`src/rtl/spiflash_pkg.sv`:
```
// Shared types and constants for the single-lane SPI flash read master.
// The transaction frame is command, address, then data, all MSB first.
package spiflash_pkg;

  typedef enum logic [1:0] {
    IDLE  = 2'd0,
    SHIFT = 2'd1,
    RESP  = 2'd2,
    GAP   = 2'd3
  } state_t;

  localparam logic [7:0] CMD_READ = 8'h03;

  localparam int CMD_BITS   = 8;
  localparam int ADDR_BITS  = 24;
  localparam int DATA_BITS  = 32;
  localparam int TOTAL_BITS = CMD_BITS + ADDR_BITS + DATA_BITS;

  // Bytes arrive first-byte-first in rx[31:24]; the response is little-endian.
  function automatic logic [DATA_BITS-1:0] le_word(input logic [DATA_BITS-1:0] rx);
    return {rx[7:0], rx[15:8], rx[23:16], rx[31:24]};
  endfunction

endpackage

```
`src/rtl/spi_sclk_gen.sv`:
```
// SPI mode-0 clock generator: each half-phase lasts CLK_DIV system clocks.
// Strobes are high in the cycle whose closing edge raises or lowers flash_clk.
module spi_sclk_gen #(
  parameter int CLK_DIV = 2
) (
  input  logic clock,
  input  logic reset,
  input  logic enable,
  output logic flash_clk,
  output logic rise_stb,
  output logic fall_stb
);

  localparam int DW = (CLK_DIV > 1) ? $clog2(CLK_DIV) : 1;
  localparam logic [DW-1:0] RELOAD = DW'(CLK_DIV - 1);

  logic [DW-1:0] cnt;
  logic          half_end;

  assign half_end = enable && (cnt == '0);
  assign rise_stb = half_end && !flash_clk;
  assign fall_stb = half_end && flash_clk;

  // Counter parks at RELOAD while disabled so the first low phase is full length.
  always_ff @(posedge clock) begin
    if (reset || !enable) begin
      cnt       <= RELOAD;
      flash_clk <= 1'b0;
    end else if (half_end) begin
      cnt       <= RELOAD;
      flash_clk <= !flash_clk;
    end else begin
      cnt       <= cnt - 1'b1;
    end
  end

endmodule

```
`src/rtl/spiflash_read_master.sv`:
```
// SPI flash read master: one READ (0x03) frame per request, returning a
// 32-bit little-endian word from four consecutive flash bytes.
//
// state | meaning
// IDLE  | csb high, ready to accept a request
// SHIFT | csb low, 64 SCK cycles: command, address, data
// RESP  | response word presented until the consumer takes it
// GAP   | csb held high for CS_IDLE clocks before the next frame
module spiflash_read_master
  import spiflash_pkg::*;
#(
  parameter int CLK_DIV = 2,
  parameter int CS_IDLE = 2,
  parameter int ADDR_W  = 24
) (
  input  logic              clock,
  input  logic              reset,
  input  logic              req_valid,
  output logic              req_ready,
  input  logic [ADDR_W-1:0] req_addr,
  output logic              rsp_valid,
  input  logic              rsp_ready,
  output logic [31:0]       rsp_data,
  output logic              busy,
  output logic              flash_csb,
  output logic              flash_clk,
  output logic              flash_io0,
  input  logic              flash_io1
);

  localparam int BW = $clog2(TOTAL_BITS);
  localparam int GW = (CS_IDLE > 1) ? $clog2(CS_IDLE) : 1;
  localparam logic [BW-1:0] LAST_BIT   = BW'(TOTAL_BITS - 1);
  localparam logic [BW-1:0] DATA_START = BW'(CMD_BITS + ADDR_BITS);
  localparam logic [GW-1:0] GAP_LOAD   = GW'(CS_IDLE - 1);

  state_t                  state, state_nxt;
  logic [TOTAL_BITS-1:0]   shreg;
  logic [DATA_BITS-1:0]    rx;
  logic [DATA_BITS-1:0]    data_q;
  logic [BW-1:0]           bit_cnt;
  logic [GW-1:0]           gap_cnt;
  logic                    csb_q;
  logic                    sclk_en;
  logic                    rise_stb;
  logic                    fall_stb;
  logic                    last_fall;

  assign sclk_en   = (state == SHIFT);
  assign last_fall = fall_stb && (bit_cnt == LAST_BIT);

  spi_sclk_gen #(
    .CLK_DIV (CLK_DIV)
  ) u_sclk_gen (
    .clock     (clock),
    .reset     (reset),
    .enable    (sclk_en),
    .flash_clk (flash_clk),
    .rise_stb  (rise_stb),
    .fall_stb  (fall_stb)
  );

  always_ff @(posedge clock) begin
    if (reset) begin
      state <= IDLE;
    end else begin
      state <= state_nxt;
    end
  end

  always_comb begin
    state_nxt = state;
    req_ready = 1'b0;
    rsp_valid = 1'b0;
    busy      = (state != IDLE);
    unique case (state)
      IDLE: begin
        req_ready = !reset;
        if (req_valid) state_nxt = SHIFT;
      end
      SHIFT: begin
        if (last_fall) state_nxt = RESP;
      end
      RESP: begin
        rsp_valid = 1'b1;
        if (rsp_ready) state_nxt = GAP;
      end
      GAP: begin
        if (gap_cnt == '0) state_nxt = IDLE;
      end
      default: state_nxt = IDLE;
    endcase
  end

  // io0 is the shift register MSB; zeros shifted in make the data phase drive 0.
  always_ff @(posedge clock) begin
    if (reset) begin
      shreg   <= '0;
      rx      <= '0;
      data_q  <= '0;
      bit_cnt <= '0;
      gap_cnt <= '0;
      csb_q   <= 1'b1;
    end else begin
      csb_q <= (state_nxt != SHIFT);
      unique case (state)
        IDLE: begin
          if (req_valid) begin
            shreg   <= {CMD_READ, req_addr, {DATA_BITS{1'b0}}};
            bit_cnt <= '0;
          end
        end
        SHIFT: begin
          if (rise_stb && (bit_cnt >= DATA_START)) rx <= {rx[DATA_BITS-2:0], flash_io1};
          if (fall_stb) begin
            shreg   <= {shreg[TOTAL_BITS-2:0], 1'b0};
            bit_cnt <= bit_cnt + 1'b1;
          end
          if (last_fall) data_q <= le_word(rx);
        end
        RESP: begin
          if (rsp_ready) gap_cnt <= GAP_LOAD;
        end
        GAP: begin
          if (gap_cnt != '0) gap_cnt <= gap_cnt - 1'b1;
        end
        default: ;
      endcase
    end
  end

  assign flash_csb = csb_q;
  assign flash_io0 = shreg[TOTAL_BITS-1];
  assign rsp_data  = data_q;

endmodule

```
`config.mk`:
```
export PLATFORM = sky130hd
export DESIGN_NAME = spiflash_read_master
export DESIGN_NICKNAME = d
export VERILOG_FILES = /design/src/rtl/spiflash_pkg.sv /design/src/rtl/spi_sclk_gen.sv /design/src/rtl/spiflash_read_master.sv
export SDC_FILE = /design/constraint.sdc
export NUM_CORES = 1
export LEC_CHECK = 0
export CORE_MARGIN = 8
export CORE_UTILIZATION = 35
export CTS_BUF_LIST = sky130_fd_sc_hd__clkbuf_16
export CTS_CLUSTER_DIAMETER = 150
export CTS_CLUSTER_SIZE = 30
export DETAILED_ROUTE_END_ITERATION = 10
export GPL_ROUTABILITY_DRIVEN = 0
export PLACE_DENSITY_LB_ADDON = 0.1
export SLEW_MARGIN = 10
export SYNTH_ARGS = -nofsm -noshare
export SYNTH_HDL_FRONTEND = slang
export SYNTH_HIERARCHICAL = 1
export SYNTH_SLANG_ARGS = --single-unit
```
`constraint.sdc`:
```
create_clock -name clock -period 3.05 [get_ports clock]
set_input_delay 0.61 -clock clock [delete_from_list [all_inputs] [get_ports clock]]
set_output_delay 0.61 -clock clock [all_outputs]
set_load 0.01 [all_outputs]
```
==> flow_summary.json, run 1 <==
{
  "status": "complete, no violations",
  "cts_buffer_depth": 2,
  "wire_per_inst_um": 13.75,
  "grt_pass1_vias": 3327,
  "crit_fanout": 15,
  "ant_nets": 0,
  "cts_tree": "built",
  "r2r_end": "shreg[34]$_SDFFE_PP0P_",
  "ys_types": 37,
  "finalHoldViolations": 0,
  "yosysWarnings": 6,
  "critPathKind": "reg -> out",
  "path_cells": "buf_4 -> nor2_1 -> inv_1 -> nor2_1 -> clkdlybuf4s50_1",
  "final-seq-area_um2": 2162,
  "avgSynthCellArea_um2": 9.201,
  "syn-cell-area_um2": 4573,
  "num_antenna_cells": 0,
  "cp-end-kind": "output port",
  "min_from": "u_sclk_gen/cnt$_SDFF_PP1_",
  "final_common_cell": "dfxtp_1",
  "rsz0062_at_grt": "no",
  "clk_latency_ns": 0.34,
  "rrSetupSlack_ns": 0.64,
  "p_per_area_nw_per_um2": 510.1,
  "peakVddDrop_mv": 0.3150,
  "hold_path_end": "u_sclk_gen/cnt$_SDFF_PP1_",
  "dr.pass1.iters": 6,
  "initial_core_util": 0.3609,
  "r2r_cells": 6,
  "worst_clock_skew_ns": 0.005121,
  "die_area_um2": 16980,
  "die_w_um": 130.3,
  "required_ns": 2.44,
  "crit_slowest_cell": "clkdlybuf4s50_1",
  "multi_input_area_um2": 2173,
  "htreeDepth": 3,
  "drt_iter0_drc": 194,
  "hold_depth": 1,
  "cap_violations": 0,
  "worst_pin_slew_ns": 0.8503,
  "postRouteWirelength_um": 9847,
  "seq_area_frac_synth": 0.4728,
  "min_path_type": "reg -> reg",
  "crit_start": "state[1]$_SDFF_PP0_",
  "drc": 0,
  "portBuffers": 66,
  "cp-start-kind": "flip-flop",
  "max_freq_ghz": 0.3934,
  "grt_pass1_wl_um": 16040,
  "final_cells": 716,
  "hpwlAfterDp_um": 6239,
  "cts_hold_buffers": 0,
  "overflow": 0,
  "synth.net_count": 528,
  "drive_gt1_frac": 0.05882,
  "areaGrowthSynthToFinish_pct": 22.98,
  "rows": 41,
  "cts.sinks": 108,
  "final_cell_mix": "dfxtp_1, a21oi_1, nand2_1",
  "vias": 3553,
  "cts_inserted_buffers": 9,
  "p_leak_nw": 1.875,
  "cts_setup_buffers": 0,
  "period_needed_ns": 2.542,
  "relSlewSlack": 0.4331,
  "fillers": 1257,
  "netlist_instances": 497,
  "num_io_pins": 67,
  "fin_nets": 571,
  "cts_resized": 0,
  "clkTransAtPathRegs_ns": 0.07,
  "core-area_um2": 12670,
  "synth_seq_cells": 108,
  "vias_per_cell": 4.962,
  "grt_max_degree": 84,
  "finalCritPeriodShare": 0.8334,
  "cp.arrival_ns": 1.93,
  "track_usage": 0.1181,
  "reg2reg_from": "state[1]$_SDFF_PP0_",
  "finalSetupViolCount": 0,
  "cts_root_buf": "clkbuf_16",
  "slew_violations": 0,
  "dp_cells": 701,
  "antenna_found_initial": 0,
  "max_stage_delay_ns": 0.55,
  "setup_tns_ns": 0,
  "worst_path_most_repeated_cell": "nor2_1",
  "die_h_um": 130.3
}
## synthesized netlist by cell type
| cell | instances | area share |
|---|---|---|
| nand2b_1 | 64 | 0.088 |
| buf_1 | 2 | 0.0016 |
| nor4_4 | 1 | 0.0047 |
| inv_1 | 7 | 0.0057 |
| or4_1 | 4 | 0.0066 |
| and3b_2 | 1 | 0.0022 |
| a21o_1 | 1 | 0.0016 |
| nor2_1 | 3 | 0.0025 |
| o21ai_0 | 10 | 0.011 |
| mux2_2 | 1 | 0.0025 |
| and3_1 | 1 | 0.0014 |
| nand4_1 | 8 | 0.011 |
| nand2b_4 | 1 | 0.0030 |
| nor3_1 | 2 | 0.0022 |
| nand3b_1 | 1 | 0.0016 |
| a21oi_1 | 72 | 0.079 |
| o21a_1 | 1 | 0.0016 |
| nor3b_2 | 1 | 0.0027 |
| clkbuf_1 | 34 | 0.028 |
| dfxtp_1 | 108 | 0.47 |
| o21ba_2 | 1 | 0.0022 |
| and2_1 | 1 | 0.0014 |
| nor3b_1 | 1 | 0.0016 |
| a311oi_1 | 23 | 0.044 |
| nor4_1 | 3 | 0.0041 |
| and4b_1 | 1 | 0.0022 |
| a211oi_1 | 1 | 0.0016 |
| mux2i_1 | 56 | 0.12 |
| o31ai_1 | 3 | 0.0049 |
| ha_1 | 2 | 0.0055 |
| nand2_1 | 67 | 0.055 |
| buf_6 | 5 | 0.012 |
| buf_2 | 4 | 0.0044 |
| nand3_1 | 2 | 0.0022 |
| xor2_1 | 1 | 0.0019 |
| or3_1 | 1 | 0.0014 |
| nand4b_1 | 2 | 0.0038 |
## cells by family (layout without fill, tap and decap cells)
group           Yosys count  count (layout)  share of synthesized area
compound gates          112             112                     0.1458
xor+xnor                  1               1                   0.001916
fa+ha+maj                 2               2                   0.005471
mux                      57              57                     0.1250
buf+inv                  52              99                    0.05198
simple gates            165             165                     0.1970
flops                   108             108                     0.4728
## final cells by class
class,instances,area share
well taps,172,0.03826
clock inverters,6,0.01446
flip-flops and latches,108,0.3844
repair buffers,77,0.1317
clock buffers,9,0.04004
multi-input cells,337,0.3864
inverters,7,0.004672
## how the worst max path moves through the flow
| stage | to | cells past startpoint |
|---|---|---|
| 2_1_floorplan | shreg[36]$_SDFFE_PP0P_ | 10 |
| 3_3_place_gp | shreg[42]$_SDFFE_PP0P_ | 4 |
| 3_5_place_dp | shreg[35]$_SDFFE_PP0P_ | 4 |
| 4_1_cts | req_ready | 5 |
| 5_1_grt | req_ready | 5 |
| 6_report | req_ready | 5 |
## critical path: cells and delay by family (launching register included)
family        cells  cell delay, ns
flops             1            0.44
simple gates      2            0.28
buf+inv           3            0.87
## flip-flops by register name, indices dropped and copies added, names as in the netlist
signal and flops:
shreg 32, state 2, u_sclk_gen/flash_clk 1, u_sclk_gen/cnt 1, bit_cnt 6, rx 32, flash_csb 1, gap_cnt 1
rsp_data 32
## metal layers
metal,vias to the layer above,global-route usage,wire [µm]
met5,-,0,0
li1,1809,-,-
met4,0,0.05328,133
met2,74,0.1822,4444
met3,9,0.03631,643
met1,1661,0.1483,4625
## power breakdown
part	switching [mW]	internal, mW
Sequential	0.0168	1.44
Combinational	0.0958	0.101
Clock	0.505	0.709
Total	0.618	2.25
## stage by stage
| step | hold WS, ns | area (µm²) | setup WS [ns] | total power [mW] | utilization |
|---|---|---|---|---|---|
| finish | 0.4593 | 5624 | 0.5082 | 2.869 | 0.4439 |
| global placement | 0.4309 | 5318 | 0.6713 | 1.682 | 0.4197 |
| CTS | 0.4619 | 5624 | 0.4903 | 2.911 | 0.4439 |
| detailed placement | 0.4484 | 5318 | 0.5615 | 1.687 | 0.4197 |
| floorplan | 0.4150 | 4573 | 0.7739 | 1.618 | - |
| global route | 0.4868 | 5624 | 0.3021 | 2.986 | 0.4439 |
(Power assumes the default switching activity.)
==> run 2: changes to the inputs <==
clock period = 2.6 ns   (was 3.05 ns; I/O delays follow)
==> flow_summary.json, run 2 (synthesized netlist as in run 1, its figures left out) <==
{
  "drt_iter0_drc": 243,
  "grt_pass1_wl_um": 16260,
  "placed_cell_area_um2": 5350,
  "cp-start-kind": "flip-flop",
  "p_leak_nw": 1.883,
  "slew_violations": 0,
  "cts_hold_buffers": 0,
  "max_freq_ghz": 0.4378,
  "cts_tree": "built",
  "fin_util": 0.4442,
  "cts.sinks": 108,
  "postRouteWirelength_um": 9845,
  "p_per_area_nw_per_um2": 573.7,
  "drive_gt1_frac": 0.05311,
  "track_usage": 0.1196,
  "path_cells": "buf_4 -> nor2_1 -> inv_1 -> nor2_1 -> clkdlybuf4s50_1",
  "finalSetupViolCount": 0,
  "num_antenna_cells": 0,
  "finalHoldViolations": 0,
  "max_stage_delay_ns": 0.54,
  "crit_family": "buffers and inverters",
  "crit_slowest_cell": "clkdlybuf4s50_1",
  "fin_nets": 572,
  "worst_clock_skew_ns": 0.005137,
  "wire_per_inst_um": 13.71,
  "design_area_um2": 5628,
  "die_w_um": 130.3,
  "min_from": "rx[31]$_SDFFE_PP0P_",
  "cts_inserted_buffers": 9,
  "drc": 0,
  "status": "complete, no violations",
  "setup_ws_ns": 0.3160,
  "r2r_end": "shreg[49]$_SDFFE_PP0P_",
  "relSlewSlack": 0.5979,
  "hold_path_end": "rx[31]$_SDFFE_PP0P_",
  "die_area_um2": 16980,
  "dp_cells": 702,
  "hpwlAfterDp_um": 6311,
  "num_io_pins": 67,
  "p_switching_mw": 0.6888,
  "clkTransAtPathRegs_ns": 0.06,
  "crit_fanout": 8,
  "cts_setup_buffers": 0,
  "setup_tns_ns": 0,
  "rows": 41,
  "cp-end-kind": "output port",
  "grt_max_degree": 75,
  "required_ns": 2.08,
  "grt_pass1_vias": 3347,
  "totalPowerFinal_mw": 3.229,
  "final_common_cell": "dfxtp_1",
  "die_h_um": 130.3,
  "hold_depth": 2,
  "portBuffers": 66,
  "pwr-share-comb": 0.074,
  "cp.arrival_ns": 1.76,
  "finalCritPeriodShare": 0.8785,
  "clkPwrFrac": 0.397,
  "core-area_um2": 12670,
  "ant_nets": 0,
  "min_path_type": "reg -> reg",
  "areaGrowthSynthToFinish_pct": 23.06,
  "overflow": 0,
  "htreeDepth": 3,
  "p_int_mw": 2.540,
  "rsz0062_at_grt": "no",
  "peakVddDrop_mv": 0.3128,
  "r2r_cells": 8,
  "cts_root_buf": "clkbuf_16",
  "worst_path_most_repeated_cell": "nor2_1",
  "swShare": 0.2133,
  "critPathKind": "reg -> out",
  "fillers": 1263,
  "period_needed_ns": 2.284,
  "cts_resized": 0,
  "final_cells": 718,
  "clk_latency_ns": 0.34,
  "initial_core_util": 0.3609,
  "sequentialPowerShare": 0.530,
  "vias_per_cell": 4.942,
  "pre_cts_ws_ns": 0.3975,
  "antenna_found_initial": 0,
  "rrSetupSlack_ns": 0.48,
  "vias": 3548,
  "whs_ns": 0.4617,
  "reg2reg_from": "state[0]$_SDFF_PP0_",
  "worst_pin_slew_ns": 0.6032,
  "final_cell_mix": "dfxtp_1, a21oi_1, nand2_1",
  "cts_buffer_depth": 2,
  "cap_violations": 0,
  "crit_buf_inv": 3,
  "dr.pass1.iters": 4
}
==> run 2: worst max-delay path by stage <==
stage	slack, ns	to	cells past startpoint	from
floorplan	0.32	shreg[36]$_SDFFE_PP0P_	10	state[1]$_SDFF_PP0_
global placement	0.47	shreg[43]$_SDFFE_PP0P_	5	req_valid
detailed placement	0.40	shreg[47]$_SDFFE_PP0P_	5	req_valid
CTS	0.28	req_ready	5	state[0]$_SDFF_PP0_
global route	0.16	req_ready	5	state[0]$_SDFF_PP0_
finish	0.32	req_ready	5	state[0]$_SDFF_PP0_
==> run 2: cell type report <==
type                       count  area (µm²)  share of cell area
clock buffer                   9       225.2             0.04002
clock inverter                 7       52.55            0.009337
inverter                       7       26.28            0.004669
multi-input combinational    337        2173              0.3862
sequential                   108        2162              0.3842
tap                          172       215.2             0.03824
timing repair buffer          78       773.2              0.1374
==> run 2: worst reg2reg max path, cell delays in order (launching register included) <==
cell and delay (ns):
dfxtp_1 0.33, buf_4 0.19, nand2b_4 0.07, inv_1 0.09, and3b_2 0.33, mux2_2 0.44
buf_12 0.23, a21oi_1 0.09, a311oi_1 0.27
==> run 2: power by group through the flow <==
stage	clock network, mW	logic (mW)	registers (mW)
global route	1.39	0.263	1.71
CTS	1.35	0.241	1.71
detailed placement	0	0.241	1.75
floorplan	0	0.156	1.74
global placement	0	0.235	1.75
finish	1.28	0.238	1.71
==> run 2: per-layer routing <==
layer	track usage	up-vias	part of all wire	routed length, µm
met5	0	-	0	0
met4	0.03689	0	0.010	100
met3	0.05018	9	0.080	784
met2	0.1871	73	0.45	4422
met1	0.1461	1649	0.46	4537
li1	-	1817	-	-
